--- config.mk ---
export PLATFORM = sky130hd
export DESIGN_NAME = keypad_entry_ctrl
export DESIGN_NICKNAME = d
export VERILOG_FILES = /design/src/rtl/keypad_entry_ctrl_pkg.sv /design/src/rtl/keypad_entry_ctrl_entry_timer.sv /design/src/rtl/keypad_entry_ctrl.sv
export SDC_FILE = /design/constraint.sdc
export NUM_CORES = 1
export LEC_CHECK = 0
export CAP_MARGIN = 20
export CORE_ASPECT_RATIO = 0.5
export CORE_MARGIN = 5
export CORE_UTILIZATION = 53
export DETAILED_ROUTE_END_ITERATION = 12
export PLACE_DENSITY_LB_ADDON = 0.3
export REMOVE_ABC_BUFFERS = 1
export SYNTH_ARGS = -nofsm -noshare
export SYNTH_HDL_FRONTEND = slang
export SYNTH_SLANG_ARGS = --single-unit
export TNS_END_PERCENT = 10
--- constraint.sdc ---
create_clock -name clock -period 2.37 [get_ports clock]
set_input_delay 0.237 -clock clock [delete_from_list [all_inputs] [get_ports clock]]
set_output_delay 0.237 -clock clock [all_outputs]
set_load 0.01 [all_outputs]
--- src/rtl/keypad_entry_ctrl_pkg.sv ---
// keypad_entry_ctrl_pkg
//   Shared definitions for the keypad entry sequencer: scanner key codes,
//   sequencer state encoding and small key-classification helpers.
package keypad_entry_ctrl_pkg;

   // Key codes delivered by the keypad scanner.
   localparam logic [3:0] KEY_A    = 4'hA;
   localparam logic [3:0] KEY_B    = 4'hB;
   localparam logic [3:0] KEY_C    = 4'hC;
   localparam logic [3:0] KEY_D    = 4'hD;
   localparam logic [3:0] KEY_STAR = 4'hE;  // backspace
   localparam logic [3:0] KEY_HASH = 4'hF;  // enter

   // Sequencer states.
   typedef enum logic [1:0] {
      IDLE  = 2'd0,
      ENTRY = 2'd1,
      HOLD  = 2'd2
   } state_t;

   // True for the numeric keys 0-9.
   function automatic logic is_digit(input logic [3:0] key);
      return key <= 4'd9;
   endfunction

   // True for the function keys A-D.
   function automatic logic is_func(input logic [3:0] key);
      return (key >= KEY_A) && (key <= KEY_D);
   endfunction

endpackage

--- src/rtl/keypad_entry_ctrl_entry_timer.sv ---
// entry_timer
//   Inactivity timer for an entry in progress. Counts enabled cycles that
//   are not cleared; expire pulses in the cycle the count sits at
//   TIMEOUT_CYCLES-1, so the owner can act on that same clock edge.
// Ports:
//   clock   in   system clock, rising edge
//   reset   in   asynchronous, active-high reset
//   enable  in   count while high; count is held at 0 while low
//   clear   in   restart the count (takes priority over expiry)
//   expire  out  combinational pulse, timer has run out this cycle
module entry_timer
   import keypad_entry_ctrl_pkg::*;
#(
   parameter int TIMEOUT_CYCLES = 1000
) (
   input  logic clock,
   input  logic reset,
   input  logic enable,
   input  logic clear,
   output logic expire
);

   localparam int              CW   = $clog2(TIMEOUT_CYCLES);
   localparam logic [CW-1:0]   LAST = CW'(TIMEOUT_CYCLES - 1);

   logic [CW-1:0] cnt;

   // A clear in the expiry cycle suppresses the expiry: the key event wins.
   assign expire = enable && !clear && (cnt == LAST);

   // NOTE: sequential state is written with non-blocking assignments only, so
   // every flop samples the pre-edge values regardless of block ordering.
   always_ff @(posedge clock or posedge reset) begin
      if (reset) begin
         cnt <= '0;
      end else if (clear || !enable || (cnt == LAST)) begin
         cnt <= '0;
      end else begin
         cnt <= cnt + 1'b1;
      end
   end

endmodule

--- src/rtl/keypad_entry_ctrl.sv ---
// keypad_entry_ctrl
//   Turns raw key strobes from the keypad scanner into complete numeric
//   entries of up to DIGITS BCD digits, with backspace ('*'), enter ('#'),
//   function keys (A-D) and an inactivity abort. A finished entry is held
//   for the consumer on a valid/ready handshake.
// Ports:
//   clock        in   system clock, rising edge
//   reset        in   asynchronous, active-high reset
//   key_code     in   [3:0] 0-9 digit, A-D function, E '*', F '#'
//   data_ready   in   scanner strobe; rising edge marks one key event
//   value        out  [4*DIGITS-1:0] packed BCD, newest digit in [3:0]
//   count        out  [3:0] digits currently held
//   value_valid  out  entry complete and stable
//   value_ready  in   consumer accepts the entry (sampled in HOLD only)
//   cmd_code     out  [1:0] function key index, A=0 .. D=3
//   cmd_valid    out  one-cycle pulse, function key pressed
//   timeout      out  one-cycle pulse, entry aborted by inactivity
//   error        out  one-cycle pulse, key rejected
//   busy         out  high while an entry is in progress or held
module keypad_entry_ctrl
   import keypad_entry_ctrl_pkg::*;
#(
   parameter int DIGITS         = 4,
   parameter int TIMEOUT_CYCLES = 1000
) (
   input  logic                  clock,
   input  logic                  reset,
   input  logic [3:0]            key_code,
   input  logic                  data_ready,
   output logic [4*DIGITS-1:0]   value,
   output logic [3:0]            count,
   output logic                  value_valid,
   input  logic                  value_ready,
   output logic [1:0]            cmd_code,
   output logic                  cmd_valid,
   output logic                  timeout,
   output logic                  error,
   output logic                  busy
);

   localparam int         VW   = 4 * DIGITS;
   localparam logic [3:0] MAXC = 4'(DIGITS);

   state_t state;
   logic   ready_q;     // data_ready from the previous cycle
   logic   key_event;
   logic   expire;

   // Only the rising edge of the strobe counts, so a held key is one event.
   assign key_event = data_ready && !ready_q;

   entry_timer #(
      .TIMEOUT_CYCLES (TIMEOUT_CYCLES)
   ) u_timer (
      .clock  (clock),
      .reset  (reset),
      .enable (state == ENTRY),
      .clear  (key_event),
      .expire (expire)
   );

   always_ff @(posedge clock or posedge reset) begin
      if (reset) begin
         state       <= IDLE;
         ready_q     <= 1'b0;
         value       <= '0;
         count       <= '0;
         value_valid <= 1'b0;
         cmd_code    <= '0;
         cmd_valid   <= 1'b0;
         timeout     <= 1'b0;
         error       <= 1'b0;
         busy        <= 1'b0;
      end else begin
         ready_q   <= data_ready;
         // Pulse outputs default low; a branch below raises one for a cycle.
         cmd_valid <= 1'b0;
         timeout   <= 1'b0;
         error     <= 1'b0;

         unique case (state)
            IDLE: begin
               if (key_event) begin
                  if (is_digit(key_code)) begin
                     value <= VW'(key_code);
                     count <= 4'd1;
                     state <= ENTRY;
                     busy  <= 1'b1;
                  end else if (is_func(key_code)) begin
                     cmd_valid <= 1'b1;
                     cmd_code  <= 2'(key_code - KEY_A);
                  end else if (key_code == KEY_HASH) begin
                     error <= 1'b1;   // nothing to enter
                  end
                  // '*' with nothing held is silently ignored.
               end
            end

            ENTRY: begin
               if (key_event) begin
                  if (is_digit(key_code)) begin
                     if (count == MAXC) begin
                        error <= 1'b1;
                     end else begin
                        value <= (value << 4) | VW'(key_code);
                        count <= count + 4'd1;
                     end
                  end else if (key_code == KEY_STAR) begin
                     value <= value >> 4;
                     count <= count - 4'd1;
                     if (count == 4'd1) begin
                        state <= IDLE;
                        busy  <= 1'b0;
                     end
                  end else if (key_code == KEY_HASH) begin
                     state       <= HOLD;
                     value_valid <= 1'b1;
                  end else begin
                     cmd_valid <= 1'b1;
                     cmd_code  <= 2'(key_code - KEY_A);
                  end
               end else if (expire) begin
                  timeout <= 1'b1;
                  value   <= '0;
                  count   <= '0;
                  state   <= IDLE;
                  busy    <= 1'b0;
               end
            end

            HOLD: begin
               // Every key is refused while an entry waits for the consumer,
               // including in the cycle it is accepted.
               if (key_event) begin
                  error <= 1'b1;
               end
               if (value_ready) begin
                  value_valid <= 1'b0;
                  value       <= '0;
                  count       <= '0;
                  state       <= IDLE;
                  busy        <= 1'b0;
               end
            end

            default: begin
               state <= IDLE;
            end
         endcase
      end
   end

endmodule

==> run summary, run 1 <==
register area - 1000 um^2
commonest cells after routing, fill and taps aside - 40 x dfrtp_1, 34 x clkdlybuf4s50_1, 27 x nand2_1
CP startpoint kind - register
overall via count from detail_route - 1,663
max_cap viols - 0
Switching Share - 36.4%
Setup Buffers After CTS - 0
crit path from - state[1]$_DFFE_PP0P_
initial antenna violation count - 0
Clk network pwr share - 17.4%
CTS Hold Bufs - 0
Hold Fails Final Rpt - 0
Detailed Place HPWL - 3350 um
worst r2r dst - state[1]$_DFFE_PP0P_
Initial Util - 55.4%
vias per cell - 5.33
fraction of registers with async set/reset - 100%
Fmax achieved - 0.486 GHz
number of diodes - 0
DRT Pass-1 Iters - 4
Critical Path Fanout Max - 9
GP Congestion - 0.800
H-tree depth - 2
Yosys warnings - 0
number of global-route vias before repair - 1,724
final instance area - 2740 um^2
fillers - 296
Congestion Overflow GR - 0
gr usage total - 18.2%
num rows - 16
cell taking the most area after synthesis - dfrtp_1
Cells after Synth - 213
sequential area share after synthesis - 45.8%
Mapped Avg Cell Area - 10.3 um^2
first-pass GRT wire length - 8220 um
DR WL/cell - 15.0 um
R2R Setup Slk - 0.31 ns
Top FF cell, synth - dfrtp_1
die area - 5590 um^2
Relative slew margins - 66.1%
min Tclk post-route - 2.06 ns
Static Leak - 1.20 nW
Worst Hold Class - in -> async
post-CTS resize count - 0
Post-route DRC - 0
Worst IR Drop VDD - 0.442 mV
Final period util - 86.7%
largest net degree at the start of global routing - 41
setup_tns - 0 ns
DRT iter0 DRCs - 55
clk_lat worst skew - 0.29 ns
core area - 3940 um^2
clk slew on worst S/H paths - 0.08 ns
hold_ws - 0.367 ns
Crit Path Category - reg -> reg
final setup violation count - 0
Netlist Area Pre-Place - 2190 um^2
CTS Sinks - 40
Synth top area share - 45.8%
Critical Path End - state[1]$_DFFE_PP0P_
TritonCTS Buffers - 5
worst setup margin - 0.314 ns
share of cells above drive strength 1 - 15.9%
WL final - 4670 um
worst r2r src - state[1]$_DFFE_PP0P_
Reg power frac - 34.1%
Die W - 101 um
CP required - 2.54 ns
Netlist cell types - 46
Worst R2R Path Depth - 6
synth top area cells - dfrtp_1 46%, mux2_2 5.7%, ha_1 5.2%
die height - 55.4 um
Worst Setup End Kind - register
Tightest Pin Transition - 0.509 ns
most common cell after layout, fill and taps aside - dfrtp_1
Seq cells post-synth - 40
boundary pin count - 35
pins over their slew limit - 0
ANT nets after route - 0
Placement Setup Slack - 0.138 ns
Arr. time, crit path - 2.23 ns
P_sw - 0.975 mW
Layout area overhead - 25.1%
clk buf depth - 2
input/output buffers - 34
Internal - 1.70 mW
Logic pwr share - 48.5%
placed cell area - 2640 um^2
CTS root buf - clkbuf_8
Pwr Total - 2.68 mW
Final Skew - 0.00431 ns
area of the multi-input gates - 1100 um^2
Post-synth EDFFs - 0
power density over the cells - 979 nW/um^2
Final nets - 274
CTS tree - done
outcome - complete, no violations
RSZ-0062 raised after global routing - no
==> how the worst min path moves through the flow <==
stage                                   startpoint                        to  slack (ns)
after floorplan                         data_ready         ready_q$_DFF_PP0_        0.27
after global placement    u_timer.cnt[0]$_DFF_PP0_  u_timer.cnt[0]$_DFF_PP0_        0.44
after detailed placement  u_timer.cnt[0]$_DFF_PP0_  u_timer.cnt[0]$_DFF_PP0_        0.46
after CTS                                    reset  u_timer.cnt[8]$_DFF_PP0_        0.38
after global routing                         reset  u_timer.cnt[8]$_DFF_PP0_        0.45
final                                        reset  u_timer.cnt[8]$_DFF_PP0_        0.37
==> power groups by stage <==
| stage | registers (mW) | clock network (mW) | logic [mW] |
|---|---|---|---|
| 6_report | 0.913 | 0.465 | 1.30 |
| 5_1_grt | 0.934 | 0.512 | 1.40 |
| 4_1_cts | 0.914 | 0.478 | 1.30 |
| 3_5_place_dp | 0.925 | 0 | 1.29 |
| 3_3_place_gp | 0.916 | 0 | 1.27 |
| 2_1_floorplan | 0.943 | 0 | 0.792 |
==> worst max-delay path, cell delays in order, from the launching register on <==
cell	delay, ns
dfrtp_1	0.42
inv_1	0.10
ha_1	0.29
nand2_1	0.21
or2_2	0.43
nand4_1	0.14
mux2_2	0.34
==> state kept, by name, indices dropped and copies added, names as in the netlist <==
| name | count |
|---|---|
| cmd_valid | 1 |
| u_timer.cnt | 10 |
| value | 16 |
| error | 1 |
| ready_q | 1 |
| count | 4 |
| cmd_code | 2 |
| busy | 1 |
| value_valid | 1 |
| state | 2 |
| timeout | 1 |
==> per-layer routing <==
metal  share of wire [%]  global-route usage [%]
met5                   0                       0
met4                 1.3                    5.76
met3                 2.5                    4.90
met2                  49                    29.7
met1                  47                    23.4
==> stage by stage <==
stage	instances	util, %
6_report	312	69.4
5_1_grt	312	69.4
4_1_cts	312	69.4
3_5_place_dp	304	67.0
3_3_place_gp	304	67.0
2_1_floorplan	206	-
==> layout make-up <==
cell class,count,area share [%]
sequential,40,36.6
multi-input combinational,154,40.3
inverter,12,1.65
tap,54,2.47
timing repair buffer,44,15.6
clock buffer,6,3.02
clock inverter,2,0.366
==> logic make-up after synthesis <==
logic type               share of synthesized area, %
AND/OR/NAND/NOR                                  17.6
buffers and inverters                            3.83
XOR/XNOR                                         2.80
multiplexers                                     12.8
flip-flops                                       45.8
adder cells (fa/ha/maj)                          5.15
AO/OA/AOI/OAI                                    12.0
==> cells in the mapped netlist (all sizes together), types with 2 or more instances <==
cell     n
dfrtp   40
nand2   27
mux2    16
a21oi   15
nor2    15
inv     12
ha       9
o21ai    9
mux2i    8
and3     6
clkbuf   5
nor3     5
xnor2    5
nand3    4
a22o     3
or3      3
buf      2
nand2b   2
nand3b   2
nand4    2
nor3b    2
or2      2
xor2     2
(Power assumes the default switching activity.)
==> run 2: changes to the inputs <==
--- a/config.mk
+++ b/config.mk
@@ -15,4 +15,3 @@
 export SYNTH_ARGS = -nofsm -noshare
 export SYNTH_HDL_FRONTEND = slang
 export SYNTH_SLANG_ARGS = --single-unit
-export TNS_END_PERCENT = 10
==> results of run 2 <==
Same layout as run 1: the final DEF is identical, and so are final timing and power.
==> run 3: changes to the inputs <==
--- a/config.mk
+++ b/config.mk
@@ -5,13 +5,14 @@
 export SDC_FILE = /design/constraint.sdc
 export NUM_CORES = 1
 export LEC_CHECK = 0
-export CAP_MARGIN = 20
 export CORE_ASPECT_RATIO = 0.5
 export CORE_MARGIN = 5
 export CORE_UTILIZATION = 53
 export DETAILED_ROUTE_END_ITERATION = 12
 export PLACE_DENSITY_LB_ADDON = 0.3
 export REMOVE_ABC_BUFFERS = 1
+export SKIP_CTS_REPAIR_TIMING = 1
+export SLEW_MARGIN = 15
 export SYNTH_ARGS = -nofsm -noshare
 export SYNTH_HDL_FRONTEND = slang
 export SYNTH_SLANG_ARGS = --single-unit
==> results of run 3 <==
Same layout as run 1: the final DEF is identical, and so are final timing and power.
